--- src/rtl/return_stack_if.sv ---
// Command and status bundle between the A09 control matrix (master) and the
// return-address stack (slave).
interface return_stack_if #(
    parameter int DataWidth  = 8,
    parameter int Depth      = 4,
    parameter int CountWidth = $clog2(Depth + 1)
);
    // Handshake: Clr/Push/Pop are single-cycle strobes with no ready. Every
    // asserted request is consumed on the rising edge where it is sampled;
    // requests the stack cannot honour are reported through the sticky flags.
    logic                  Clr;
    logic                  Push;
    logic                  Pop;
    logic [DataWidth-1:0]  DIn;
    logic [DataWidth-1:0]  DOut;
    logic [CountWidth-1:0] Count;
    logic                  Empty;
    logic                  Full;
    logic                  Overflow;
    logic                  Underflow;

    modport master (
        output Clr, Push, Pop, DIn,
        input  DOut, Count, Empty, Full, Overflow, Underflow
    );

    modport slave (
        input  Clr, Push, Pop, DIn,
        output DOut, Count, Empty, Full, Overflow, Underflow
    );
endinterface

--- src/rtl/return_stack.sv ---
// LIFO return-address stack for nested JPL/RET: push on link, pop on RET,
// push+pop replaces the top entry for tail calls.
module return_stack #(
    parameter int DataWidth      = 8,
    parameter int Depth          = 4,
    parameter bit WrapOnOverflow = 1'b0,
    parameter int CountWidth     = $clog2(Depth + 1)
) (
    input logic           Clk,
    input logic           Reset,
    return_stack_if.slave bus
);
    localparam int PtrWidth = $clog2(Depth);
    localparam logic [PtrWidth-1:0]   LastIdx   = PtrWidth'(Depth - 1);
    localparam logic [CountWidth-1:0] FullCount = CountWidth'(Depth);

    logic [DataWidth-1:0]  mem [Depth];
    logic [PtrWidth-1:0]   sp;
    logic [PtrWidth-1:0]   sp_next;
    logic [PtrWidth-1:0]   sp_inc;
    logic [PtrWidth-1:0]   sp_dec;
    logic [PtrWidth-1:0]   wr_idx;
    logic [CountWidth-1:0] count;
    logic [CountWidth-1:0] count_next;
    logic                  overflow;
    logic                  underflow;
    logic                  ovf_set;
    logic                  unf_set;
    logic                  do_write;
    logic                  is_empty;
    logic                  is_full;

    // Explicit wrap so non-power-of-two depths stay inside 0..Depth-1.
    assign sp_inc = (sp == LastIdx) ? '0 : sp + PtrWidth'(1);
    assign sp_dec = (sp == '0) ? LastIdx : sp - PtrWidth'(1);

    assign is_empty = (count == '0);
    assign is_full  = (count == FullCount);

    always_comb begin
        sp_next    = sp;
        count_next = count;
        wr_idx     = sp;
        do_write   = 1'b0;
        ovf_set    = 1'b0;
        unf_set    = 1'b0;
        if (bus.Push && bus.Pop && !is_empty) begin
            do_write = 1'b1;
            wr_idx   = sp_dec;
        end else if (bus.Push) begin
            if (!is_full) begin
                do_write   = 1'b1;
                sp_next    = sp_inc;
                count_next = count + CountWidth'(1);
            end else begin
                ovf_set = 1'b1;
                if (WrapOnOverflow) begin
                    // The slot at Sp holds the oldest entry when full.
                    do_write = 1'b1;
                    sp_next  = sp_inc;
                end
            end
        end else if (bus.Pop) begin
            if (!is_empty) begin
                sp_next    = sp_dec;
                count_next = count - CountWidth'(1);
            end else begin
                unf_set = 1'b1;
            end
        end
    end

    always_ff @(posedge Clk) begin
        if (Reset || bus.Clr) begin
            sp        <= '0;
            count     <= '0;
            overflow  <= 1'b0;
            underflow <= 1'b0;
        end else begin
            sp        <= sp_next;
            count     <= count_next;
            overflow  <= overflow | ovf_set;
            underflow <= underflow | unf_set;
        end
    end

    // Storage has no reset; stale entries are masked by the empty check on DOut.
    always_ff @(posedge Clk) begin
        if (!Reset && !bus.Clr && do_write) begin
            mem[wr_idx] <= bus.DIn;
        end
    end

    assign bus.DOut      = is_empty ? '0 : mem[sp_dec];
    assign bus.Count     = count;
    assign bus.Empty     = is_empty;
    assign bus.Full      = is_full;
    assign bus.Overflow  = overflow;
    assign bus.Underflow = underflow;
endmodule

--- src/flat_wrapper.sv ---
// flat-port wrapper written by rule: the top's interface ports become plain ports
module return_stack_flat 
#(
    parameter int DataWidth      = 8,
    parameter int Depth          = 4,
    parameter bit WrapOnOverflow = 1'b0,
    parameter int CountWidth     = $clog2(Depth + 1)
)
  (Clk, Reset, bus_Clr, bus_Push, bus_Pop, bus_DIn, bus_DOut, bus_Count, bus_Empty, bus_Full, bus_Overflow, bus_Underflow);
  return_stack_if #(.DataWidth(DataWidth), .Depth(Depth), .CountWidth(CountWidth)) bus_i ();
  input logic Clk;
  input logic Reset;
  input wire logic [$bits(bus_i.Clr)-1:0] bus_Clr;
  input wire logic [$bits(bus_i.Push)-1:0] bus_Push;
  input wire logic [$bits(bus_i.Pop)-1:0] bus_Pop;
  input wire logic [$bits(bus_i.DIn)-1:0] bus_DIn;
  output wire logic [$bits(bus_i.DOut)-1:0] bus_DOut;
  output wire logic [$bits(bus_i.Count)-1:0] bus_Count;
  output wire logic [$bits(bus_i.Empty)-1:0] bus_Empty;
  output wire logic [$bits(bus_i.Full)-1:0] bus_Full;
  output wire logic [$bits(bus_i.Overflow)-1:0] bus_Overflow;
  output wire logic [$bits(bus_i.Underflow)-1:0] bus_Underflow;
  assign bus_i.Clr = bus_Clr;
  assign bus_i.Push = bus_Push;
  assign bus_i.Pop = bus_Pop;
  assign bus_i.DIn = bus_DIn;
  assign bus_DOut = bus_i.DOut;
  assign bus_Count = bus_i.Count;
  assign bus_Empty = bus_i.Empty;
  assign bus_Full = bus_i.Full;
  assign bus_Overflow = bus_i.Overflow;
  assign bus_Underflow = bus_i.Underflow;
  return_stack #(.DataWidth(DataWidth), .Depth(Depth), .WrapOnOverflow(WrapOnOverflow), .CountWidth(CountWidth)) u_core (.Clk(Clk), .Reset(Reset), .bus(bus_i));
endmodule
--- config.mk ---
export PLATFORM = sky130hd
export DESIGN_NAME = return_stack_flat
export DESIGN_NICKNAME = d
export VERILOG_FILES = /design/src/rtl/return_stack_if.sv /design/src/rtl/return_stack.sv /design/src/flat_wrapper.sv
export SDC_FILE = /design/constraint.sdc
export NUM_CORES = 1
export LEC_CHECK = 0
export CORE_ASPECT_RATIO = 1.4
export CORE_MARGIN = 2
export CORE_UTILIZATION = 47
export DETAILED_ROUTE_END_ITERATION = 8
export PLACE_DENSITY_LB_ADDON = 0.2
export SYNTH_ARGS = -nofsm -noshare
export SYNTH_HDL_FRONTEND = slang
export SYNTH_SLANG_ARGS = --single-unit
export TNS_END_PERCENT = 20
--- constraint.sdc ---
create_clock -name Clk -period 2 [get_ports Clk]
set_input_delay 0.2 -clock Clk [delete_from_list [all_inputs] [get_ports Clk]]
set_output_delay 0.2 -clock Clk [all_outputs]
set_load 0.1 [all_outputs]
# After elaboration in Yosys (flattened, before gate mapping)
# Memory sizes are Yosys's and may differ from the RTL's.
# Cells that the tools add are included.
# word_totals
memories,1
ram_bits,32
input_bits,13
register_bits,7
out_inout_bits,15
# memory_table
memory,words,width,rd,rd_clocked_by_memory_dff,wr,line,text
u_core.mem,4,8,1,0,1,return_stack.sv:17,logic [DataWidth-1:0] mem [Depth];
# op_classes
bitwise,3
n_eq_ne,4
n_reduce_logical,12
addsub,4
mux,24
# op_table
cell,count
$mux 2,7
$mux 1,12
$mux 3,4
$mux 8,1
$logic_and 1x1->1,4
$ne 2x2->1 const B,2
$reduce_and 4->1,1
$add 3x1->3 const B,1
$eq 3x3->1 const B,1
$logic_not 1->1,3
$logic_not 3->1,1
$sub 3x1->3 const B,1
$add 2x1->2 const B,1
$eq 2x2->1 const B,1
$logic_not 2->1,1
$or 1x1->1,2
$reduce_bool 2->1,1
$sub 2x1->2 const B,1
$logic_or 1x1->1,1
$not 1->1,1

# Longest topological paths before layout
# depth
word_depth,7
depth_mapped,7
mapped_depth_nobuf,6

# Worst setup path before layout
# No wires, ideal clock.
# synth_timing
kind,register -> output
from,"register u_core.count[0], in the netlist u_core.bus.Count[0]"
to,output bus_DOut[0]
t_arrival_ns,4.882
required_ns,1.800
path_stages_with_launch,4
slack_ns,-3.082
path_buffers,1
path_cell_list,dfxtp_1 buf_4 nor3_1 nor2b_1
# synth_via
elab_chain_cells,2
# synth_lines
item,line,text
start: declaration,return_stack.sv:23,logic [CountWidth-1:0] count;
start signal: assignment,return_stack.sv:81,count <= count_next;
$logic_not 3->1,return_stack.sv:37,assign is_empty = (count == '0);
net bus_Empty,flat_wrapper.sv:19,output wire logic [$bits(bus_i.Empty)-1:0] bus_Empty;
$mux 8,return_stack.sv:94,assign bus.DOut = is_empty ? '0 : mem[sp_dec];
end: declaration,flat_wrapper.sv:17,output wire logic [$bits(bus_i.DOut)-1:0] bus_DOut;
# The timed path passes the listed nets, and every way through them passes these cells.

# Worst setup path after layout
# layout_timing
from,register u_core.sp[0]
to,output bus_DOut[7]
# layout_via
elab_chain_cells,4
elab_cells_between_ends,5
cone_classes,add/sub (1); mux (2); reduce/logical (1); memory (1)
# layout_lines
item,line,text
start: declaration,return_stack.sv:18,logic [PtrWidth-1:0] sp;
start signal: assignment,return_stack.sv:80,sp <= sp_next;
$sub 2x1->2 / $logic_not 2->1 (equally long branches),return_stack.sv:35,assign sp_dec = (sp == '0) ? LastIdx : sp - PtrWidth'(1);
$mux 2 *,return_stack.sv:35,
$mem_v2 4x8 *,--,
$mux 8 *,return_stack.sv:94,
# Every way passes the cells marked *; elsewhere a longest branch is shown, timed or not.

==> results.sh <==
export IMPL_critical_path_class="reg -> out"
export IMPL_firstDrtPassIters=5
export IMPL_post_route_util_pct=68.59
export IMPL_synth_edf_count=32
export IMPL_grt_pass1_vias=1071
export IMPL_dieArea_um2=4113
export IMPL_numCtsBuffers=5
export IMPL_fin_ws_ps=-40.36
export IMPL_pin_count=28
export IMPL_insertion_delay_ps=290
export IMPL_cp_cell_sequence="inv_2 > ha_4 > inv_2 > mux4_2 > nor2b_2 > buf_12"
export IMPL_synth_compound_area_share_pct=5.973
export IMPL_n_antenna_cell=0
export IMPL_areaGrowthSynthToFinish_pct=37.83
export IMPL_drive_gt1_share_pct=45.39
export IMPL_cp_required_ps=1800
export IMPL_die_w_um=54.78
export IMPL_fillers=239
export IMPL_numClockSinks=39
export IMPL_p_per_area_nw_per_um2=846.0
export IMPL_synth_xor_area_share_pct=2.065
export IMPL_drtIter0Drc=19
export IMPL_syn_nets=125
export IMPL_path_clk_slew_ps=70
export IMPL_antenna_left=0
export IMPL_start_kind="flip-flop"
export IMPL_overflow=0
export IMPL_syn_inst=109
export IMPL_rows=25
export IMPL_slew_viol_final=0
export IMPL_hold_path_cell_count=1
export IMPL_ys_warn_count=0
export IMPL_worst_r2r_setup_slack_ps=60
export IMPL_end_kind="primary output"
export IMPL_hold_path_class="reg -> reg"
export IMPL_violations="setup timing"
export IMPL_run_status="finished, violations left"
export IMPL_rsz0062_at_grt="true"
export IMPL_path_buf_inv=3
export IMPL_cts_path_max_buffers=2
export IMPL_gp_congestion=0.7251
export IMPL_fp_dieH_um=75.09
export IMPL_routedWlPerCell_um=17.26
export IMPL_grt_start_max_net_pins=13
export IMPL_clock_root_buffer="clkbuf_8"
export IMPL_ctsResizeCount=6
export IMPL_layout_common_cells="edfxtp_1, buf_4, clkdlybuf4s50_1"
export IMPL_fin_nets=167
export IMPL_synth_seq_cells=39
export IMPL_avgSynthCellArea_um2=15.57
export IMPL_drc=0
export IMPL_synth_top_family_by_area="multiplexers"
export IMPL_hold_start="u_core.bus.Overflow"
export IMPL_hold_violations=0
export IMPL_cts_tree="done"
export IMPL_vias=1045
export IMPL_synth_flop_cell="edfxtp_1"
export IMPL_fin_skew_ps=5.950
export IMPL_grt_use_total_pct=19.28
export IMPL_dp_cells=184
export IMPL_h_tree_depth=2
export IMPL_holdPathEnd="u_core.bus.Overflow"
export IMPL_finalPower_mw=1.978
export IMPL_reg2regPathDepth=5
export IMPL_max_cap_violations=0
export IMPL_initial_core_util_pct=49.76
export IMPL_tightest_slew_ps=504.1
export IMPL_fmax_ghz=0.4901
export IMPL_yosys_area_top_type="edfxtp_1"
export IMPL_coreArea_um2=3410
export IMPL_finalCritPeriodShare_pct=102.0
export IMPL_cts_setup_buffers=0
export IMPL_crit_family="multiplexers"
export IMPL_seq_area_frac_synth_pct=64.90
export IMPL_via_per_inst=5.443
export IMPL_portBuffers=27
export IMPL_dp_hpwl_mm=2.431
export IMPL_synthAdderAreaFrac_pct=2.655
export IMPL_synthSimpleGateAreaFrac_pct=9.808
export IMPL_antenna_found_initial=0
export IMPL_critical_path_arrival_ps=1840
export IMPL_synthMuxAreaShare_pct=11.80
export IMPL_max_stage_delay_ps=470
export IMPL_slew_headroom_pct=66.36
export IMPL_fin_crit_ps=2040
export IMPL_worstPathMaxFanout=4
export IMPL_synthArstFlopShare_pct=0
export IMPL_stdcell_count=192
export IMPL_crit_top_cell="inv_2"
export IMPL_wirelength_mm=3.314
export IMPL_leakagePower_nw=0.8383
export IMPL_setup_violations=1
export IMPL_ir_worst_vdd_mv=0.6446
export IMPL_synth_top_area_share_pct=56.64
export IMPL_ctsHoldBuffers=0
export IMPL_grt_pass1_wl_mm=5.209
export IMPL_layout_commonest_cell="edfxtp_1"
export IMPL_regToRegStartpoint="u_core.bus.Count[0]"
export IMPL_rr_endpoint="u_core.mem[0][5]"
export IMPL_synthesis_area_um2=1697
export IMPL_ys_types=32
export IMPL_synthTopCellsByArea="edfxtp_1, mux4_2, dfxtp_1"
export IMPL_critPathSlowestCell="mux4_2"
[per-layer routing]
layer	share of wire, %	GRT usage [%]	up-vias
li1	-	-	489
met3	4.0	5.159	4
met5	0	0	-
met1	37	21.23	523
met4	1.0	8.611	0
met2	58	33.73	29
[flip-flops by register name, summed over array words and instances (netlist names)]
signal                flops
u_core.bus.Underflow      1
u_core.bus.Overflow       1
u_core.bus.Count          3
u_core.sp                 2
u_core.mem               32
[cells in the mapped netlist (2+ instances only)]
library cell  count
mux4_2            8
and2b_1           2
or2_2             2
a21oi_1           3
xor2_1            3
edfxtp_1         32
o311ai_2          2
ha_1              2
nor2b_1           6
buf_2             2
inv_1             4
nor2_1           11
nand2_1           3
o21ai_0           2
dfxtp_1           7
mux2i_1           2
o211ai_1          3
[cells by family after synthesis]
family / Yosys count
flops: 39
simple gates: 31
compound gates: 13
mux: 10
buf+inv: 9
xor+xnor: 4
fa+ha+maj: 3
[area by class of cell]
type	count	area [um^2]	area share, %
inverter	4	15.01	0.6421
tap	40	50.05	2.140
clock buffer	7	76.32	3.264
clock inverter	1	7.507	0.3210
timing repair buffer	40	442.9	18.94
multi-input combinational	61	631.9	27.02
sequential	39	1115	47.67
[worst max path at each step]
stage | from | to | slack [ps] | cells after the start
after detailed placement | bus_Pop | u_core.mem[1][6] | -250 | 5
after CTS | u_core.sp[0] | bus_DOut[7] | -80 | 6
after floorplan | u_core.bus.Count[0] | bus_DOut[6] | -440 | 3
final | u_core.sp[0] | bus_DOut[7] | -40 | 6
after global routing | u_core.sp[0] | bus_DOut[7] | -80 | 6
after global placement | bus_Pop | u_core.mem[3][1] | -200 | 5
[through the flow]
stage	TNS (ps)	hold WS [ps]	area [um^2]	setup WS [ps]
2_1_floorplan	-3840	298.9	1777	-436.3
3_3_place_gp	-4484	452.7	2225	-198.9
3_5_place_dp	-5841	453.9	2225	-249.4
4_1_cts	-84.31	469.9	2328	-84.12
5_1_grt	-518.4	495.7	2338	-84.12
6_report	-40.36	468.1	2338	-40.36
[where the power goes]
group          switching, mW  internal [mW]  leakage, nW
logic                  0.348          0.227        0.451
clock network          0.252          0.246       0.0385
registers            0.00823          0.896        0.349
total                  0.609           1.37        0.838
Power figures use the tool's default switching activity.
